### src/rtl/uart_rx_pkg.sv
// Shared types and constants for the UART receive controller.
// Pure declarations: no logic and no latency.
// No ports or flow control here; it is imported by uart_rx_ctrl and rx_bit_timer users.
package uart_rx_pkg;

  typedef enum logic [2:0] {
    IDLE,
    START,
    DATA,
    PARITY,
    STOP,
    LOAD
  } rx_state_t;

  localparam int PAR_NONE = 0;
  localparam int PAR_EVEN = 1;
  localparam int PAR_ODD  = 2;

endpackage

### src/rtl/rx_bit_timer.sv
// Bit-period counter: counts while enabled and ticks on the last cycle of a period.
// Latency: tick_o is combinational from the count; the count restarts the cycle after a tick.
// No backpressure; clear_i overrides en_i.
// Ports: clk, n_rst (async active-low), clear_i (force count to 0), en_i (count),
//        rollover_i (period length in cycles), tick_o (sample tick).
module rx_bit_timer #(
  parameter int W = 4
) (
  input  logic         clk,
  input  logic         n_rst,
  input  logic         clear_i,
  input  logic         en_i,
  input  logic [W-1:0] rollover_i,
  output logic         tick_o
);

  logic [W-1:0] count_q;
  logic [W-1:0] count_d;

  // Tick on the final cycle of the period, so a period of R cycles ticks at count R-1.
  assign tick_o = en_i && (count_q == (rollover_i - W'(1)));

  always_comb begin
    count_d = count_q;
    if (clear_i || tick_o) begin
      count_d = '0;
    end else if (en_i) begin
      count_d = count_q + W'(1);
    end
  end

  always_ff @(posedge clk or negedge n_rst) begin
    if (!n_rst) begin
      count_q <= '0;
    end else begin
      count_q <= count_d;
    end
  end

endmodule

### src/rtl/uart_rx_ctrl.sv
// UART receive control: times start/data/parity/stop samples and drives shift/load strobes and error flags.
// Latency: with detect at cycle 0, start sample at HALF, data samples every CLKS_PER_BIT, load one cycle after the last stop sample.
// No backpressure: strobes are single-cycle pulses; start_bit_detected is ignored unless IDLE.
// Ports: clk, n_rst (async active-low), start_bit_detected, serial_in;
//        sbc_clear, shift_strobe, load_buffer (pulses); framing_error, parity_error (sticky); busy; break_detected.
// Optional build macro UART_RX_BREAK_DETECT_EN enables break-frame detection (otherwise break_detected is 0).
module uart_rx_ctrl
  import uart_rx_pkg::*;
#(
  parameter int DATA_BITS    = 8,
  parameter int PARITY_MODE  = 0,
  parameter int STOP_BITS    = 1,
  parameter int CLKS_PER_BIT = 10
) (
  input  logic clk,
  input  logic n_rst,
  input  logic start_bit_detected,
  input  logic serial_in,
  output logic sbc_clear,
  output logic shift_strobe,
  output logic load_buffer,
  output logic framing_error,
  output logic parity_error,
  output logic busy,
  output logic break_detected
);

  localparam int HALF = CLKS_PER_BIT / 2;
  localparam int TW   = $clog2(CLKS_PER_BIT + 1);
  localparam int CW   = 4;
  localparam logic [CW-1:0] DATA_LAST = CW'(DATA_BITS - 1);
  localparam logic [CW-1:0] STOP_LAST = CW'(STOP_BITS - 1);
  localparam logic          ODD_PAR   = (PARITY_MODE == PAR_ODD);

  rx_state_t     state_q, state_d;
  logic [CW-1:0] bit_cnt_q, bit_cnt_d;
  logic          par_q, par_d;
  logic          pe_q, pe_d;
  logic          fe_q, fe_d;
  logic          tick;
  logic          timer_clear;
  logic [TW-1:0] rollover;
  logic          accept;
  logic          is_break;

  assign accept      = (state_q == IDLE) && start_bit_detected;
  // Timer is held at 0 while idle and during LOAD, so every state entry starts a fresh period.
  assign timer_clear = (state_q == IDLE) || (state_q == LOAD);
  assign rollover    = (state_q == START) ? TW'(HALF) : TW'(CLKS_PER_BIT);

  rx_bit_timer #(.W(TW)) u_timer (
    .clk       (clk),
    .n_rst     (n_rst),
    .clear_i   (timer_clear),
    .en_i      (!timer_clear),
    .rollover_i(rollover),
    .tick_o    (tick)
  );

  always_ff @(posedge clk or negedge n_rst) begin
    if (!n_rst) begin
      state_q <= IDLE;
    end else begin
      state_q <= state_d;
    end
  end

  always_comb begin
    state_d = state_q;
    case (state_q)
      IDLE:   if (start_bit_detected) state_d = START;
      START:  if (tick) state_d = serial_in ? IDLE : DATA;
      DATA:   if (tick && (bit_cnt_q == DATA_LAST))
                state_d = (PARITY_MODE != PAR_NONE) ? PARITY : STOP;
      PARITY: if (tick) state_d = STOP;
      STOP:   if (tick && (bit_cnt_q == STOP_LAST)) state_d = LOAD;
      LOAD:   state_d = IDLE;
      default: state_d = IDLE;
    endcase
  end

  // Bit counter is shared: counts data bits, then restarts to count stop bits.
  always_comb begin
    bit_cnt_d = bit_cnt_q;
    par_d     = par_q;
    pe_d      = pe_q;
    fe_d      = fe_q;
    case (state_q)
      IDLE: if (start_bit_detected) begin
        bit_cnt_d = '0;
        par_d     = 1'b0;
        pe_d      = 1'b0;
        fe_d      = 1'b0;
      end
      DATA: if (tick) begin
        par_d     = par_q ^ serial_in;
        bit_cnt_d = (bit_cnt_q == DATA_LAST) ? '0 : bit_cnt_q + CW'(1);
      end
      PARITY: if (tick) begin
        // Even: total ones must be even; odd mode inverts the sense.
        pe_d = (par_q ^ serial_in) ^ ODD_PAR;
      end
      STOP: if (tick) begin
        if (!serial_in) fe_d = 1'b1;
        bit_cnt_d = bit_cnt_q + CW'(1);
      end
      LOAD: bit_cnt_d = '0;
      default: ;
    endcase
  end

  always_ff @(posedge clk or negedge n_rst) begin
    if (!n_rst) begin
      bit_cnt_q <= '0;
      par_q     <= 1'b0;
      pe_q      <= 1'b0;
      fe_q      <= 1'b0;
    end else begin
      bit_cnt_q <= bit_cnt_d;
      par_q     <= par_d;
      pe_q      <= pe_d;
      fe_q      <= fe_d;
    end
  end

`ifdef UART_RX_BREAK_DETECT_EN
  // Tracks whether every data, parity and first stop sample has been 0.
  logic zero_q, zero_d;

  always_comb begin
    zero_d = zero_q;
    if (accept) begin
      zero_d = 1'b1;
    end else if (tick && ((state_q == DATA) || (state_q == PARITY) ||
                          ((state_q == STOP) && (bit_cnt_q == '0)))) begin
      zero_d = zero_q & ~serial_in;
    end
  end

  always_ff @(posedge clk or negedge n_rst) begin
    if (!n_rst) begin
      zero_q <= 1'b0;
    end else begin
      zero_q <= zero_d;
    end
  end

  assign is_break = zero_q;
`else
  assign is_break = 1'b0;
`endif

  always_comb begin
    sbc_clear      = accept;
    shift_strobe   = (state_q == DATA) && tick;
    load_buffer    = (state_q == LOAD) && !fe_q && !is_break;
    break_detected = (state_q == LOAD) && is_break;
    framing_error  = fe_q;
    parity_error   = pe_q;
    busy           = (state_q != IDLE);
  end

endmodule
### config.mk
export PLATFORM = sky130hd
export DESIGN_NAME = uart_rx_ctrl
export DESIGN_NICKNAME = d
export VERILOG_FILES = /design/src/rtl/uart_rx_pkg.sv /design/src/rtl/rx_bit_timer.sv /design/src/rtl/uart_rx_ctrl.sv
export SDC_FILE = /design/constraint.sdc
export NUM_CORES = 1
export LEC_CHECK = 0
export ABC_AREA = 1
export BUFFER_PORTS_ARGS = -buffer_cell sky130_fd_sc_hd__buf_2
export CAP_MARGIN = 25
export CORE_UTILIZATION = 40
export CTS_CLUSTER_DIAMETER = 60
export CTS_CLUSTER_SIZE = 24
export DETAILED_ROUTE_END_ITERATION = 10
export SLEW_MARGIN = 5
export SYNTH_ARGS = -nofsm -noshare
export SYNTH_HDL_FRONTEND = slang
export SYNTH_HIERARCHICAL = 1
export SYNTH_SLANG_ARGS = --single-unit
### constraint.sdc
create_clock -name clk -period 5.7 [get_ports clk]
set_clock_uncertainty 0.1 [all_clocks]
set_input_delay 0.57 -clock clk [delete_from_list [all_inputs] [get_ports clk]]
set_output_delay 0.57 -clock clk [all_outputs]
set_load 0.1 [all_outputs]
==> results.ini, run 1 <==
[die]
fp-row-count = 18
die_area_mm2 = 0.002914
start_util_pct = 42.86
fp.dieH_um = 53.99
die_x_um = 53.99
pin_count = 11
core_mm2 = 0.002522

[timing]
whs_ns = 0.06147
slew_headroom_pct = 62.89
hold_violations = 0
setup_tns_ns = 0
max_freq_mhz = 273.1
finalSetupViolCount = 0
worst_pin_slew_ns = 0.5566
finalCriticalPeriod_ns = 3.662
slew_viol_final = 0
min_period_over_period_pct = 64.25
rsz0062_at_grt = false

[worst_setup_path]
critPathRequiredTime_ns = 5.03
arrival_ns = 2.99
cp-start-kind = register
path_class = register to output pin
end_kind = output pin
cp_max_fo = 7

[layout]
final_util_pct = 46.63
antennaDiodeCount = 0
drive_above_1_share_pct = 19.28
fin_area_mm2 = 0.001176
nets = 175
syn_to_final_growth_pct = 8.796

[placement]
gp_congestion = 0.7921
dp_hpwl_um = 1617
place_area_mm2 = 0.001140
io_buffer_count = 9

[route]
routed.top_layer = met4
antenna_left = 0
wl_met3_um = 53
vias = 938
drt_iter0_drc = 13
via_per_inst = 4.786
wl_met2_um = 928
drt-met1-wl_um = 1059
drtPass1Iterations = 4
wl_per_cell_um = 10.65
drc = 0
wl_um = 2088

[logic_synthesis]
syn-cell-area_mm2 = 0.001081
yosys_warnings = 6
ys_top_cells_by_area = dfrtp_1 (32%), nand2_1 (12%), inv_1 (8.0%)
yosysSeqAreaShare_pct = 32.41
synth-edff-count = 0
netlist_instances = 156
ys_ff_latch = 14
yosysTopAreaCell = dfrtp_1
synth_cell_types = 26
syn_area_per_cell_um2 = 6.930
yosys.area.top_type_share_pct = 32.41
synthArstFlopShare_pct = 100.0
ys.flop_type = dfrtp_1
synth_nets = 164

[clock_network]
postCtsResizedCells = 0
clockBufferDepth = 2
post_cts_buffers = 0
cts_tree = yes
clock_latency_ns = 0.29
clock-root-buffer = clkbuf_4
clock_sinks = 14
cts_buffers = 3
htree_levels = 1
holdBufCountCts = 0
clk_pin_slew_worst_paths_ns = 0.09

[global_routing]
grt_pass1_vias = 793
track_usage_pct = 16.93
antenna_found_initial = 0
grt_max_degree = 15
overflow = 0
grt_pass1_wl_um = 3456

[outcome]
status = finished clean

[job]
cap_viol_max_count = 0

[hold_path]
min_path_type = primary input to async pin

-- cell usage after synthesis, types with 2 or more instances --
library cell,number
nand2_1,34
inv_1,23
nor2_1,21
dfrtp_1,14
nand3_1,8
nand2_2,7
o21ai_0,6
a21oi_1,5
inv_2,5
nand4_1,5
ha_1,4
xnor2_1,4
o21ai_1,3
xor2_1,3
nor2_4,2
o21ai_2,2
-- metal layers --
layer / vias to the layer above / GRT usage (%)
met4: 0 / 8.974
li1: 508 / -
met3: 5 / 3.390
met5: - / 0
met1: 410 / 20.68
met2: 15 / 27.78
-- worst paths after layout --
path	slack [ns]	depth (start not counted)	start	end
min in group clk	0.43	2	parity_error	parity_error
max in group asynchronous	5.19	1	n_rst	u_timer/count_q[1]
worst max register to register	2.78	18	state_q[2]	bit_cnt_q[3]
worst max-delay path	2.04	16	state_q[2]	shift_strobe
worst min register to register	0.43	2	parity_error	parity_error
worst min-delay path	0.06	1	n_rst	parity_error
-- through the flow --
stage | worst slack [ns] | std cells
after floorplan | 1.257 | 156
after global placement | 2.417 | 192
after detailed placement | 2.347 | 192
after CTS | 2.011 | 196
after global routing | 1.769 | 196
final | 2.038 | 196
-- state kept, by name, indices dropped and copies added, names as in the netlist --
signal           flops
parity_error         1
u_timer/count_q      4
framing_error        1
par_q                1
state_q              3
bit_cnt_q            4
-- critical path, stage by stage (launching register included) --
cell and delay, ns:
dfrtp_1 0.47, inv_2 0.18, nand2_2 0.09, nor2_1 0.29
inv_1 0.15, inv_1 0.10, ha_1 0.24, nand2_1 0.07
inv_1 0.03, nor2_1 0.08, nand2_1 0.06, nor2_1 0.09
nand2_1 0.08, inv_1 0.15, inv_2 0.09, nor2_1 0.10
buf_2 0.43
-- cells in the final DEF (no fill, tap or decap), types with 3 or more instances in the layout --
| master | netlist | final |
|---|---|---|
| inv_2 | 5 | 5 |
| nand3_1 | 8 | 8 |
| xnor2_1 | 4 | 4 |
| buf_2 | 0 | 9 |
| dfrtp_1 | 14 | 14 |
| a21oi_1 | 5 | 5 |
| nor2_1 | 21 | 21 |
| ha_1 | 4 | 4 |
| o21ai_0 | 6 | 6 |
| o21ai_1 | 3 | 3 |
| xor2_1 | 3 | 3 |
| nand2_2 | 7 | 7 |
| inv_1 | 23 | 23 |
| nand2_1 | 34 | 34 |
| clkbuf_4 | 0 | 3 |
| nand4_1 | 5 | 5 |
-- cells by family after synthesis --
logic type	count (synthesis)	synth area share, %
buffers and inverters	31	11.92
flip-flops	14	32.41
AND/OR/NAND/NOR	82	36.00
adder cells (fa/ha/maj)	4	4.630
multiplexers	1	0.9260
AO/OA/AOI/OAI	16	8.101
XOR/XNOR	7	5.671
other	1	0.3469
-- layout make-up --
class                      instances  area, um^2
multi-input combinational        111       601.8
sequential                        14       350.3
inverter                          28       105.1
fill                             261        1346
clock buffer                       4       36.28
timing repair buffer               9       45.04
tap                               30       37.54
Power of run 1 is not shown: default switching activity piles up to over one toggle a cycle in this logic, so the estimate is an artifact.
==> run 2, diff against run 1 <==
Settings changed: ABC_AREA 1 to 0.
Clock period 5.7 ns to 3.8 ns, I/O delays scaled along.
==> run 2 against run 1 <==
Core utilization increased by 2.7 points. Synthesized area decreased by 12%. Critical endpoint unchanged. Critical path depth decreased by 7. First-iteration DRC count increased by 7.7%. Cell area decreased by 6.3%. Count of clock-buffer cells in the layout decreased by 1. Via count decreased by 18%. Setup slack got worse by 1.5 ns.
==> results.ini, run 2 <==
[route]
antenna_left = 0
via_per_inst = 5.288
drc = 0
drtPass1Iterations = 4
wl_um = 1936
drt_iter0_drc = 14
wl_per_cell_um = 13.26
vias = 772

[global_routing]
grt.busiest_layer = met2
overflow = 0
grt_pass1_wl_um = 3450
grtUsageMet2_pct = 26.44
grt_pass1_vias = 741
use_met3_pct = 5.357
track_usage_pct = 18.05
grt.met1_usage_pct = 25.98
grt_max_degree = 18
antenna_found_initial = 0

[clock_network]
clock_latency_ns = 0.28
cts_buffers = 3
holdBufCountCts = 1
clk_pin_slew_worst_paths_ns = 0.09
clock-root-buffer = clkbuf_4
clockBufferDepth = 2
clock_sinks = 14
htree_levels = 1
post_cts_buffers = 0
cts_tree = yes
postCtsResizedCells = 0

[logic_synthesis]
synth_fa_ha_area_share_pct = 5.249
netlist_top_cells_count = dfrtp_1 (14), nand2_1 (10), inv_1 (9), a21oi_1 (8), xnor2_1 (7)
synth-compound-area-share_pct = 16.40
synth_xor_area_share_pct = 9.186
netlist_instances = 105
yosysSeqAreaShare_pct = 36.75
yosys_warnings = 6
synth-edff-count = 0
ys_ff_latch = 14
synthSimpleGateAreaFrac_pct = 23.75
synth_most_common_cell = dfrtp_1
synth_top_family_by_area = simple AND/OR/NAND/NOR gates
ys.flop_type = dfrtp_1
ys_top_cells_by_area = dfrtp_1 (37%), xnor2_1 (6.4%), ha_1 (5.2%)
synth_nets = 113
synth_mux_area_share_pct = 1.050
synth_cell_types = 39
yosysTopAreaCell = dfrtp_1
yosys.area.top_type_share_pct = 36.75
synthArstFlopShare_pct = 100.0
syn_area_per_cell_um2 = 9.080
syn-cell-area_um2 = 953.4

[hold_path]
holdCritStartpoint = serial_in
min_to = parity_error
hold_depth = 3
min_path_type = primary input to register

[worst_setup_path]
cp_top_family = simple AND/OR/NAND/NOR gates
r2r-start = state_q[1]
crit_chain = nor3b_2 -> inv_1 -> inv_1 -> ha_1 -> xnor2_1 -> a2111oi_2 -> buf_4 -> and4bb_4 -> buf_12
critPathMaxStageDelay_ns = 0.42
path_common_cell = inv_1
cp-start-kind = register
worstPathBufferInverterCount = 4
arrival_ns = 2.79
cp_max_fo = 7
critPathRequiredTime_ns = 3.32
worstReg2RegEnd = bit_cnt_q[3]
ff2ff_setup_slack_ns = 0.76
r2r_cells = 10
end_kind = output pin
crit_path_top_delay_cell = dfrtp_1
path_class = register to output pin

[die]
fp-row-count = 17
core_mm2 = 0.002233
fp.dieH_um = 50.82
die_x_um = 50.82
pin_count = 11
die_area_mm2 = 0.002583
start_util_pct = 42.69

[placement]
gp_congestion = 0.7682
io_buffer_count = 9
dp_hpwl_um = 1434

[layout]
antennaDiodeCount = 0
syn_to_final_growth_pct = 15.62
drive_above_1_share_pct = 23.73
final.fill_count = 219
final_cell_mix = dfrtp_1 (14), nand2_1 (10), inv_1 (9)
nets = 128
multi_input_area_um2 = 549.3
regArea_um2 = 350.3
final_common_cell = dfrtp_1
reg_top3 = bit_cnt_q (4), u_timer/count_q (4), state_q (3)

[power]
swShare_pct = 26.17
power_leakage_uw = 0.0004675
power_uw = 259.3
intPower_uw = 191.4
power_frac_seq_pct = 58.5
power.switching_uw = 67.84
max-vdd-ir-drop_uv = 198.5
pwr-share-comb_pct = 8.7
cellPowerDensity_mw_per_mm2 = 235.2
p_clk_share_pct = 32.8

[outcome]
status = finished clean

[timing]
min_period_over_period_pct = 86.15
whs_ns = 0.3381
max_freq_mhz = 305.5
slew_viol_final = 0
finalCriticalPeriod_ns = 3.274
rsz0062_at_grt = false
hold_violations = 0
finalSetupViolCount = 0
setup_tns_ns = 0

[job]
cap_viol_max_count = 0

[run 2: cell count changes after synthesis, moves of 3 or more]
cell     previous run  this run
nand2_1            34        10
nor2_1             21         4
inv_1              23         9
nand2_2             7         0
nand3_1             8         3
nor3_1              1         6
inv_2               5         1
nand4_1             5         1
a21oi_1             5         8
xnor2_1             4         7
[run 2: worst max-delay path by stage]
| stage | endpoint | slack [ns] | cells past startpoint | start |
|---|---|---|---|---|
| after floorplan | bit_cnt_q[3] | 0.11 | 11 | state_q[0] |
| after global placement | bit_cnt_q[3] | 0.84 | 10 | state_q[1] |
| after detailed placement | bit_cnt_q[3] | 0.75 | 10 | state_q[2] |
| after CTS | shift_strobe | 0.49 | 9 | state_q[2] |
| after global routing | shift_strobe | 0.34 | 9 | state_q[2] |
| final | shift_strobe | 0.53 | 9 | state_q[1] |
[run 2: metrics by stage]
stage	worst slack, ns	utilization (%)	std cells	instance area [um^2]
floorplan	0.1077	-	105	968.4
global placement	0.8444	47.90	142	1070
detailed placement	0.7465	47.90	142	1070
CTS	0.4901	49.36	146	1102
global route	0.3375	49.36	146	1102
finish	0.5262	49.36	146	1102
[run 2: cells by family after synthesis]
family	count (synthesis)
AND/OR/NAND/NOR	37
AO/OA/AOI/OAI	23
buffers and inverters	15
flip-flops	14
XOR/XNOR	10
adder cells (fa/ha/maj)	4
other	1
multiplexers	1
[run 2: metal layers]
| layer | wire length [um] | share of wire (%) |
|---|---|---|
| met1 | 1037 | 54 |
| met4 | 14 | 0.72 |
| met5 | 0 | 0 |
| met2 | 846 | 44 |
| met3 | 37 | 1.9 |
[run 2: power groups by stage]
stage               clock (uW)  sequential [uW]  combinational [uW]
floorplan                    0              162                8.59
global placement             0              155                21.9
detailed placement           0              155                21.9
CTS                       89.7              152                22.7
global route              95.2              152                24.2
finish                    85.0              152                22.5
[run 2: final cells by class]
cell class                 count  area share (%)
clock buffer                   3           2.043
inverter                      10           3.405
multi-input combinational     76           49.83
sequential                    14           31.78
tap                           28           3.178
timing repair buffer          15           9.762
[run 2: worst reg2reg max path, delay by kind of cell, from the launching register on]
family	cells	cell delay (ns)
xor gates and xnor gates	1	0.14
and+or+nand+nor	2	0.94
DFF	1	0.42
AOI/OAI and AO/OA	2	0.60
adders and majority gates	1	0.23
buffers and inverters	4	0.54
(Power assumes the default switching activity.)
